==> config.mk <==
export PLATFORM = sky130hd
export DESIGN_NAME = fsm_ex_scheduler
export DESIGN_NICKNAME = d
export VERILOG_FILES = /design/src/rtl/fsm_ex_scheduler.sv
export SDC_FILE = /design/constraint.sdc
export NUM_CORES = 1
export LEC_CHECK = 0
export CORE_UTILIZATION = 45
export DETAILED_ROUTE_END_ITERATION = 10
export GPL_ROUTABILITY_DRIVEN = 0
export PLACE_DENSITY = 0.87
export SETUP_SLACK_MARGIN = 0.3
export SLEW_MARGIN = 20
export SYNTH_ARGS = -nofsm -noshare
export SYNTH_HDL_FRONTEND = slang
export SYNTH_SLANG_ARGS = --single-unit
export TNS_END_PERCENT = 100
==> constraint.sdc <==
create_clock -name clk_i -period 4 [get_ports clk_i]
set_input_delay 0.8 -clock clk_i [delete_from_list [all_inputs] [get_ports clk_i]]
set_output_delay 0.8 -clock clk_i [all_outputs]
set_load 0.005 [all_outputs]
==> src/rtl/fsm_ex_scheduler.sv <==
// -----------------------------------------------------------------------------
// fsm_ex_scheduler
//
// Round-robin scheduler that lets up to four requesters share one sequencing
// engine. A requester raises its req bit and holds it until it is acked.
// From IDLE the scheduler grants one requester, picked by a rotating priority
// pointer. It holds the engine start line high in RUN until the engine reports
// done, then pulses ack to the owner. It spends one RELEASE cycle with start
// low so the engine can clear its count, and then returns to IDLE.
//
// Optional feature (macro FSM_SCHED_TIMEOUT_EN):
//   An 8-bit RUN-cycle counter. If TIMEOUT RUN cycles pass without eng_done,
//   the job is abandoned: no ack, sticky err set, and the pointer moves past
//   the owner. If done and timeout fall in the same cycle, done wins. When the
//   macro is undefined there is no counter, err is tied low and RUN waits for
//   eng_done indefinitely.
//
// Handshake: req_i[i] is a level request. The grant is signalled by
// gnt_o[i]=1, which stays high from the grant through the end of RUN.
// Completion is a single-cycle ack_o[i] pulse. After the ack the requester
// may drop or keep req_i[i]. A kept request competes again under round-robin
// priority. Changes on req_i during RUN or RELEASE have no effect.
//
// Parameters:
//   N_REQ    number of requesters, 2..4
//   TIMEOUT  RUN-cycle limit, 1..255 (used only with FSM_SCHED_TIMEOUT_EN)
//
// Ports:
//   clk_i        clock, all logic on posedge
//   rst_i        synchronous active-high reset
//   req_i        per-requester level request
//   gnt_o        one-hot grant, high from grant through end of RUN
//   ack_o        one-cycle completion pulse to the owner
//   owner_id_o   index of the current or last granted requester
//   busy_o       high whenever the FSM is not in IDLE
//   err_o        sticky timeout flag, cleared only by reset
//   eng_start_o  engine start input
//   eng_done_i   engine done output (registered inside the engine)
//   eng_state_i  engine state, monitor only
//   state_o      FSM state, debug visibility
// -----------------------------------------------------------------------------
module fsm_ex_scheduler #(
    parameter int N_REQ   = 4,
    parameter int TIMEOUT = 20
) (
    input  logic             clk_i,
    input  logic             rst_i,
    input  logic [N_REQ-1:0] req_i,
    output logic [N_REQ-1:0] gnt_o,
    output logic [N_REQ-1:0] ack_o,
    output logic [1:0]       owner_id_o,
    output logic             busy_o,
    output logic             err_o,
    output logic             eng_start_o,
    input  logic             eng_done_i,
    input  logic [1:0]       eng_state_i,
    output logic [1:0]       state_o
);

    typedef enum logic [1:0] {
        S_IDLE    = 2'd0,
        S_RUN     = 2'd1,
        S_RELEASE = 2'd2
    } state_e;

    state_e           state_q, state_d;
    logic [N_REQ-1:0] gnt_q, gnt_d;
    logic [N_REQ-1:0] ack_q, ack_d;
    logic [1:0]       owner_q, owner_d;
    logic [1:0]       ptr_q, ptr_d;
    logic             start_q, start_d;
    logic             busy_q, busy_d;

`ifdef FSM_SCHED_TIMEOUT_EN
    localparam logic [7:0] TO_LAST = 8'(TIMEOUT - 1);

    logic [7:0] cnt_q, cnt_d;
    logic       err_q, err_d;
`endif

    // eng_state_i is for observation only and never steers control.
    logic unused_sink_c;
    assign unused_sink_c = ^{eng_state_i, 8'(TIMEOUT)};

    // -------------------------------------------------------------------------
    // Round-robin pick. Candidates are scanned ptr, ptr+1, ... modulo N_REQ.
    // The loop runs from the farthest candidate toward ptr so that the last
    // hit, which is the nearest one to ptr, is the one that sticks.
    // -------------------------------------------------------------------------
    logic [2:0] scan_c;
    logic [1:0] cand_c;
    logic       pick_valid_c;
    logic [1:0] pick_idx_c;

    always_comb begin
        scan_c       = '0;
        cand_c       = '0;
        pick_valid_c = 1'b0;
        pick_idx_c   = '0;
        for (int i = N_REQ - 1; i >= 0; i--) begin
            scan_c = {1'b0, ptr_q} + 3'(i);
            if (scan_c >= 3'(N_REQ)) begin
                scan_c = scan_c - 3'(N_REQ);
            end
            cand_c = scan_c[1:0];
            if (req_i[cand_c]) begin
                pick_valid_c = 1'b1;
                pick_idx_c   = cand_c;
            end
        end
    end

    // The pointer moves to the slot after the owner once the job ends, so a
    // requester cannot be granted twice in a row while another one waits.
    logic [2:0] next_ptr_c;

    always_comb begin
        next_ptr_c = {1'b0, owner_q} + 3'd1;
        if (next_ptr_c >= 3'(N_REQ)) begin
            next_ptr_c = next_ptr_c - 3'(N_REQ);
        end
    end

    // -------------------------------------------------------------------------
    // Next-state and output logic
    // -------------------------------------------------------------------------
    always_comb begin
        state_d = state_q;
        gnt_d   = gnt_q;
        ack_d   = '0;
        owner_d = owner_q;
        ptr_d   = ptr_q;
        start_d = start_q;
`ifdef FSM_SCHED_TIMEOUT_EN
        cnt_d   = cnt_q;
        err_d   = err_q;
`endif

        case (state_q)
            S_IDLE: begin
                if (pick_valid_c) begin
                    gnt_d   = {{(N_REQ-1){1'b0}}, 1'b1} << pick_idx_c;
                    owner_d = pick_idx_c;
                    start_d = 1'b1;
                    state_d = S_RUN;
`ifdef FSM_SCHED_TIMEOUT_EN
                    cnt_d   = '0;
`endif
                end
            end

            S_RUN: begin
                // Done takes priority over a timeout landing in the same cycle.
                if (eng_done_i) begin
                    start_d = 1'b0;
                    gnt_d   = '0;
                    ack_d   = gnt_q;
                    ptr_d   = next_ptr_c[1:0];
                    state_d = S_RELEASE;
                end
`ifdef FSM_SCHED_TIMEOUT_EN
                else if (cnt_q == TO_LAST) begin
                    start_d = 1'b0;
                    gnt_d   = '0;
                    err_d   = 1'b1;
                    ptr_d   = next_ptr_c[1:0];
                    state_d = S_RELEASE;
                end else begin
                    cnt_d = cnt_q + 8'd1;
                end
`endif
            end

            S_RELEASE: begin
                // Start stays low for this cycle so the engine clears its count.
                start_d = 1'b0;
                state_d = S_IDLE;
            end

            default: begin
                start_d = 1'b0;
                gnt_d   = '0;
                state_d = S_IDLE;
            end
        endcase
    end

    assign busy_d = (state_d != S_IDLE);

    // -------------------------------------------------------------------------
    // State and output registers
    // -------------------------------------------------------------------------
    always_ff @(posedge clk_i) begin
        if (rst_i) begin
            state_q <= S_IDLE;
            gnt_q   <= '0;
            ack_q   <= '0;
            owner_q <= '0;
            ptr_q   <= '0;
            start_q <= 1'b0;
            busy_q  <= 1'b0;
        end else begin
            state_q <= state_d;
            gnt_q   <= gnt_d;
            ack_q   <= ack_d;
            owner_q <= owner_d;
            ptr_q   <= ptr_d;
            start_q <= start_d;
            busy_q  <= busy_d;
        end
    end

`ifdef FSM_SCHED_TIMEOUT_EN
    always_ff @(posedge clk_i) begin
        if (rst_i) begin
            cnt_q <= '0;
            err_q <= 1'b0;
        end else begin
            cnt_q <= cnt_d;
            err_q <= err_d;
        end
    end

    assign err_o = err_q;
`else
    assign err_o = 1'b0;
`endif

    assign gnt_o       = gnt_q;
    assign ack_o       = ack_q;
    assign owner_id_o  = owner_q;
    assign busy_o      = busy_q;
    assign eng_start_o = start_q;
    assign state_o     = state_q;

`ifndef SYNTHESIS
    a_gnt_onehot0 : assert property (@(posedge clk_i) disable iff (rst_i) $onehot0(gnt_q));
    a_ack_onehot0 : assert property (@(posedge clk_i) disable iff (rst_i) $onehot0(ack_q));
`endif

endmodule

==> results.md, run 1 <==
- Most common cell after layout, fill and taps aside: clkdlybuf4s50_1
- Cell depth of the worst hold path: 1
- Share of the synthesized area in the top cell type: between 40% and 50%
- Final setup fails: 0
- CP cell instances: clkdlybuf4s50_1 -> nor4_2 -> or3_1 -> o41ai_2 -> and2_1
- Primary FF master, synth: dfxtp_1
- Hold_buf cts: 0
- VDD IR max: around 0.21 mV
- Die Height: between 40 and 50 um
- CP endpoint kind: flip-flop
- Final Max Tran Viols: 0
- Clock Tree Buf Depth: 2
- Largest net degree at the start of global routing: 10
- CP max stage cell: clkdlybuf4s50_1
- Worst flop-to-flop path startpoint: state_o[0]
- PD cells: 382 nW/um^2
- Via Count: 593
- Slowest stage delay, CP: between 0.5 and 0.6 ns
- Crit path max fanout: 6
- WL/cell: between 10 and 15 um
- Clk Latency, worst-skew pair: 0.29 ns
- Critical path required time: roughly 4.2 ns
- Final Hold Vio Count: 0
- Top cells by area, synth: dfxtp_1 (48%), o31ai_1 (6.8%), and2_1 (5.6%)
- Register area share after synthesis: between 40% and 50%
- Row cnt: 13
- Die ar.: between 1500 and 2000 sq um
- Leading area contributor after synthesis: dfxtp_1
- Core region area: between 1000 and 1500 sq um
- CTS Sinks: 16
- Number of synthesized flops with an enable pin: 0
- First-pass GRT wire length: roughly 2000 um
- Post-synth ARST share: 0%
- Critical Path End: owner_id_o[0]
- Post-synthesis cell count: between 70 and 80
- Tcrit/Tclk final: between 50% and 60%
- Initial Util: 49.8%
- Reported max-cap violation count: 0
- Vias in the first global route: 518
- Die X: between 40 and 50 um
- Grt total ovfl: 0
- Routed Antenna Nets: 0
- CP startpoint kind: input port
- P&R area growth vs syn: 36.0%
- RSZ-0062 raised after global routing: no
- Post-CTS Resized: 0
- DR pass1 iterations: 4
- Syn_nets: 81
- Residual DRC count: 0
- IO Pins: 24
- IO buf count: 20
- Netlist cell types: 25
- Final Cell Area: 903 sq um
- Pleak: 0.344 nW
- # diodes: 0
- Final Skew: 0.00543 ns
- Root Buffer: clkbuf_4
- Placed wire-length estimate: about 940 um
- #FFs+latches synth: 16
- CTS Buf Count: 3
- Setup ws final: 1.82 ns
- CTS H-tree lvls: 1
- Status: complete, no violations
- RR Endpoint: owner_id_o[0]
- Max Clock Freq: ~460 MHz
- Yosys warns: 0
- R2R cell count: 3
- Most frequent cells in the layout: clkdlybuf4s50_1 (20), dfxtp_1 (16), o31ai_1 (6), and2_1 (6), nor2_1 (5)
- Initial antenna violation count: 0
- Synthesized area per cell: 9.23 sq um
- DRT iter0 DRCs: 12
- Critical Path AT: 2.42 ns
- Layout cells sized above 1: under 10%
- Kind of critical path: input port to flip-flop
- Mapped Area: between 600 and 700 sq um
- CTS tree: yes
- GRT Util Overall: 19.9%
- Post-placement cell area: 867 sq um
- Reg2reg setup slack: 2.59 ns
- Setup TNS: 0 ns
- Place WS: ~1.5 ns
- Final Power: between 0.0003 and 0.0004 W
- Setup bufs post-CTS: 0
- Final Util: between 60% and 70%
- Final Critical Period: approximately 2.2 ns
- Vias per cell: between 5 and 6
- Min-Delay Path Class: flip-flop to flip-flop
- Setup crit start: req_i[3]
- Clk pin slew, worst setup/hold paths: roughly 0.10 ns
- Drt total wl: ~1300 um
- Final #Nets: 103
-- power breakdown --
group / leakage [nW] / internal [W] / switching (W)
Combinational: 0.192 / 0.0000329 / 0.0000274
Clock: 0.0210 / 0.0000555 / 0.0000517
Sequential: 0.131 / 0.000169 / 0.00000855
-- synthesized netlist by cell type, drive strengths merged, types with 3 or more instances --
master and instances:
inv 3, a21oi 4, o31ai 6, a211oi 3, and2 6, nand2 3
dfxtp 16, nor3 4, nand4 4, nor2 5
-- routing by layer --
metal,up-vias,part of all wire (%),global-route usage [%]
met4,0,2.1,17.5
met3,4,6.1,6.67
met1,260,44,20.7
li1,304,-,-
met2,25,48,31.3
met5,-,0,0
-- cell families after synthesis --
family	Yosys count	synth area share [%]
AOI/OAI and AO/OA	19	21.3
xor gates and xnor gates	1	1.32
buffers and inverters	6	4.14
DFF	16	48.2
other	1	0.564
and+or+nand+nor	29	24.5
-- final cells by class --
class,instances,area (sq um)
timing repair buffer,20,200
sequential,16,320
tap,15,18.8
fill,114,430
multi-input combinational,50,317
clock buffer,4,36.3
inverter,3,11.3
-- critical path: cells and delay by family --
kind | cells | cell delay, ns
compound gates | 1 | 0.32
buf+inv | 1 | 0.59
simple gates | 3 | 0.71
-- flip-flops by register name (all words and copies together), names as in the netlist --
register	count
state_o	2
owner_id_o	2
gnt_o	4
ptr_q	2
ack_o	4
busy_o	1
eng_start_o	1
-- metrics by stage --
step | hold WS, ns | std cells
finish | 0.488 | 108
global route | 0.509 | 108
CTS | 0.491 | 108
detailed placement | 0.478 | 104
global placement | 0.464 | 104
floorplan | 0.471 | 72
-- worst min path at each step --
stage | start | endpoint | slack (ns)
after floorplan | owner_id_o[1] | owner_id_o[1] | 0.47
after global placement | gnt_o[1] | ack_o[1] | 0.46
after detailed placement | gnt_o[1] | ack_o[1] | 0.48
after CTS | gnt_o[1] | ack_o[1] | 0.49
after global routing | gnt_o[1] | ack_o[1] | 0.51
final | gnt_o[1] | ack_o[1] | 0.49
Power figures use the tool's default switching activity.
==> inputs of run 2 (changes only) <==
CORE_ASPECT_RATIO = 0.75   (was unset)
CORE_UTILIZATION = 38   (was 45)
PLACE_DENSITY = 0.79   (was 0.87)
clock period = 1.94 ns   (was 4 ns; I/O delays follow)
==> results.md, run 2 (synthesized netlist as in run 1, its figures left out) <==
- Status: complete, no violations
- Inst Count DP: around 120
- Levels on crit path: 1
- Setup ws final: 0.354 ns
- R2R cell count: 4
- Tcrit/Tclk final: roughly four fifths
- DRT iter0 DRCs: 1
- Final Skew: between 0.005 and 0.006 ns
- Non-Filler Instances: around 120
- Die ar.: around 1900 sq um
- Final Util: 61.5%
- PD cells: about 750 nW/um^2
- Layout cells sized above 1: 15.3%
- CP max stage cell: clkdlybuf4s50_1
- Clock Tree Buf Depth: 2
- Largest net degree at the start of global routing: 10
- VDD IR max: approximately 0.66 mV
- Final Max Tran Viols: 0
- DR pass1 iterations: 4
- Initial Util: a little over two fifths
- Pleak: 0.389 nW
- RR Endpoint: gnt_o[1]
- # diodes: 0
- Slowest stage delay, CP: 0.52 ns
- IO Pins: 24
- Critical Path AT: 1.20 ns
- P&R area growth vs syn: 44.6%
- Crit-path leading delay family: buffers and inverters
- Drt total wl: around 1400 um
- Setup crit start: state_o[0]
- CP Buf/Inv Count: 1
- Final #Nets: around 110
- First-pass GRT wire length: about 2500 um
- RSZ-0062 raised after global routing: yes
- Kind of critical path: flip-flop to output port
- Vias per cell: ~5.2
- CTS tree: yes
- Routed Antenna Nets: 0
- CTS Sinks: 16
- Critical Path End: state_o[0]
- Root Buffer: clkbuf_4
- CTS H-tree lvls: 1
- CP startpoint kind: flip-flop
- Post-placement cell area: between 900 and 1000 sq um
- Cell depth of the worst hold path: 2
- Final Hold Vio Count: 0
- Clk Latency, worst-skew pair: between 0.2 and 0.3 ns
- Clk pin slew, worst setup/hold paths: roughly 0.090 ns
- CP endpoint kind: output port
- Min-Delay Path Class: flip-flop to flip-flop
- WL/cell: ~12 um
- GRT Util Overall: between 10% and 20%
- Row cnt: 12
- Vias in the first global route: ~600
- Residual DRC count: 0
- Most common cell after layout, fill and taps aside: clkdlybuf4s50_1
- Max Clock Freq: 630 MHz
- Setup TNS: 0 ns
- CTS Buf Count: 3
- Final Critical Period: roughly 1.6 ns
- Place WS: around 0.052 ns
- Final setup fails: 0
- Final Cell Area: between 900 and 1000 sq um
- Reg2reg setup slack: between 0.6 and 0.7 ns
- Initial antenna violation count: 0
- IO buf count: 20
- Most frequent cells in the layout: clkdlybuf4s50_1 (18), dfxtp_1 (12), o31ai_1 (6), and2_1 (6)
- Crit path max fanout: 8
- Hold_buf cts: 0
- Die X: between 50 and 60 um
- Placed wire-length estimate: ~1100 um
- Core region area: roughly 1600 sq um
- Reported max-cap violation count: 0
- Critical path required time: 1.55 ns
- Die Height: approximately 38 um
- CP cell instances: clkdlybuf4s50_1
- Via Count: about 620
- Setup bufs post-CTS: 0
- Worst flop-to-flop path startpoint: ptr_q[0]
- Grt total ovfl: 0
[run 2: cell count changes in the layout (fill, tap and decap cells not counted)]
cell             before  now
dfxtp_1              16   12
clkdlybuf4s50_1      20   18
dfxtp_2               0    3
buf_4                 0    5
dlymetal6s2s_1        0    2
dfxtp_4               0    1
[run 2: worst min path at each step]
stage	start	end
after floorplan	rst_i	owner_id_o[1]
after global placement	gnt_o[1]	ack_o[1]
after detailed placement	gnt_o[1]	ack_o[1]
after CTS	gnt_o[1]	gnt_o[1]
after global routing	owner_id_o[0]	ptr_q[0]
final	gnt_o[1]	gnt_o[1]
[run 2: power breakdown]
group | leakage (nW) | switching (W) | total, W | internal, W
registers | 0.133 | 0.0000190 | 0.000368 | 0.000349
clock network | 0.0210 | 0.000102 | 0.000216 | 0.000114
logic | 0.235 | 0.0000586 | 0.000134 | 0.0000755
total | 0.389 | 0.000180 | 0.000718 | 0.000539
[run 2: layout make-up]
class                           instances  area [sq um]
Fill cell                             153           601
Multi-Input combinational cell         50           317
Inverter                                3          11.3
Clock buffer                            4          36.3
Timing Repair Buffer                   25           243
Tap cell                               21          26.3
Sequential cell                        16           328
[run 2: worst register-to-register path, delay by kind of cell, from the launching register on]
kind             cells  cell delay, ns
AO/OA/AOI/OAI        2            0.43
AND/OR/NAND/NOR      2            0.44
flip-flops           1            0.37
[run 2: layer usage]
| metal | global-route usage, % | share of wire [%] |
|---|---|---|
| met4 | 8.57 | 1.3 |
| met1 | 19.8 | 45 |
| met5 | 0 | 0 |
| met3 | 7.14 | 6.9 |
| met2 | 33.7 | 46 |
[run 2: timing repair]
item,CTS,global route
setup endpoints to repair,3,5
pin swaps,0,1
gates resized for setup,3,4
gates cloned,0,0
[run 2: through the flow]
stage | power (W) | hold slack (ns)
floorplan | 0.000438 | 0.457
global placement | 0.000504 | 0.471
detailed placement | 0.000509 | 0.474
CTS | 0.000728 | 0.490
global route | 0.000760 | 0.506
finish | 0.000718 | 0.484
==> inputs of run 3 (changes only) <==
clock period = 1.3 ns   (was 1.94 ns; I/O delays follow)
==> results.md, run 3 (synthesized netlist as in run 1, its figures left out) <==
- Drt total wl: about 2200 um
- IO Pins: 24
- DR pass1 iterations: 4
- Crit path max fanout: 6
- RSZ-0062 raised after global routing: yes
- Internal power: 0.000878 W
- R2R cell count: 4
- Pleak: 0.583 nW
- Critical path required time: between 1.5 and 2 ns
- Die ar.: slightly below 2000 sq um
- Final Max Tran Viols: 0
- Layout cells sized above 1: between 70% and 80%
- Initial antenna violation count: 0
- PD cells: ~990 nW/um^2
- Via Count: around 770
- Most common cell after layout, fill and taps aside: buf_4
- Row cnt: 12
- Largest net degree at the start of global routing: 10
- First-pass GRT wire length: just over 3000 um
- Clock power share: 27.4%
- Cell depth of the worst hold path: 4
- Initial Util: a little over two fifths
- CTS Buf Count: 3
- Reg2reg setup slack: -0.03 ns
- Clk Latency, worst-skew pair: 0.30 ns
- Routed Antenna Nets: 0
- CTS Sinks: 16
- Die Height: about 38 um
- Post-placement cell area: ~1000 sq um
- CTS H-tree lvls: 1
- CP cell instances: buf_6 -> or3_4 -> o41ai_2 -> and2_1
- Final Cell Area: approximately 1200 sq um
- Final Hold Vio Count: 0
- Min-Delay Path Class: input port to flip-flop
- Gate power share: between 20 and 30%
- Sw Pwr: approximately 0.00035 W
- Vias per cell: between 5 and 6
- Setup crit start: state_o[0]
- Kind of critical path: flip-flop to flip-flop
- Most frequent cells in the layout: buf_4 (26), buf_2 (13), buf_6 (10)
- Critical Path AT: around 1.6 ns
- CP startpoint kind: flip-flop
- DRT iter0 DRCs: 25
- Final #Nets: between 100 and 150
- Crit-path leading delay family: simple AND/OR/NAND/NOR gates
- WL/cell: 15.0 um
- CTS tree: yes
- Levels on crit path: 4
- Status: complete, but fails checks
- Final Critical Period: about 1.3 ns
- Die X: between 50 and 60 um
- Residual DRC count: 0
- Slowest stage delay, CP: around 0.4 ns
- Clock Tree Buf Depth: 2
- CP max stage cell: or3_4
- Max Clock Freq: between 700 and 800 MHz
- Final Power: roughly 0.0012 W
- Non-Filler Instances: about 150
- CP endpoint kind: flip-flop
- Final Skew: 0.0117 ns
- Worst Hold Launch: eng_done_i
- Clk pin slew, worst setup/hold paths: approximately 0.080 ns
- Worst flop-to-flop path startpoint: state_o[0]
- # diodes: 0
- Tcrit/Tclk final: 102%
- Grt total ovfl: 0
- Final setup fails: 1
- Final Util: 78.9%
- Vias in the first global route: 708
- IO buf count: 20
- Setup ws final: -0.0303 ns
- Reported max-cap violation count: 0
- VDD IR max: roughly 0.89 mV
- Root Buffer: clkbuf_4
- Sw Ratio: between 20% and 30%
- Placed wire-length estimate: about 1200 um
- P&R area growth vs syn: 85.5%
- CP Buf/Inv Count: 1
- Core region area: approximately 1600 sq um
- GRT Util Overall: between 20% and 30%
- Sequential share of power: about 44%
- Failing checks: setup timing
- Inst Count DP: approximately 130
[run 3: cell count changes in the layout (fill, tap and decap cells not counted), moves of 6 or more]
cell             change
dfxtp_1              -7
dfxtp_2              +6
buf_4               +21
clkdlybuf4s50_1     -17
buf_6               +10
buf_2               +13
[run 3: layer usage]
layer | track usage, % | vias up | wire length (um)
li1 | - | 366 | -
met1 | 25.1 | 372 | 940
met2 | 42.0 | 24 | 1110
met3 | 5.95 | 4 | 116
met4 | 10.0 | 0 | 19
met5 | 0 | - | 0
[run 3: metrics by stage]
| step | hold slack, ns | worst slack, ns | setup TNS, ns |
|---|---|---|---|
| after detailed placement | 0.472 | -0.483 | -3.88 |
| after floorplan | 0.329 | -0.0852 | -0.0852 |
| after global placement | 0.463 | -0.417 | -3.36 |
| after CTS | 0.510 | 0.0352 | 0 |
| after global routing | 0.476 | -0.0707 | -0.125 |
| final | 0.472 | -0.0303 | -0.0303 |
[run 3: repair_timing]
| item | in CTS | in global routing |
|---|---|---|
| hold buffers | 0 | 0 |
| endpoints found under the setup margin | 29 | 26 |
| pin swaps | 10 | 6 |
| buffers inserted | 9 | 6 |
| gates resized for setup | 92 | 30 |
[run 3: final timing paths]
| path | to |
|---|---|
| worst min-delay path | state_o[1] |
| worst min register to register | ptr_q[0] |
| worst max-delay path | owner_id_o[0] |
| worst max register to register | owner_id_o[0] |
[run 3: cell type report]
cell class | instances | area, sq um
Multi-Input combinational cell | 50 | 424
Timing Repair Buffer | 51 | 395
Sequential cell | 16 | 339
Fill cell | 101 | 329
Clock buffer | 4 | 36.3
Tap cell | 21 | 26.3
Inverter | 3 | 11.3
[run 3: worst min-delay path, delay by kind of cell]
family,cells,cell delay (ns)
buf+inv,2,0.31
simple gates,2,0.16
[run 3: power by group through the flow]
stage | clock, W | sequential (W) | combinational (W)
2_1_floorplan | 0 | 0.000555 | 0.000105
3_3_place_gp | 0 | 0.000556 | 0.000226
3_5_place_dp | 0 | 0.000557 | 0.000234
4_1_cts | 0.000335 | 0.000541 | 0.000274
5_1_grt | 0.000361 | 0.000546 | 0.000366
6_report | 0.000335 | 0.000544 | 0.000345
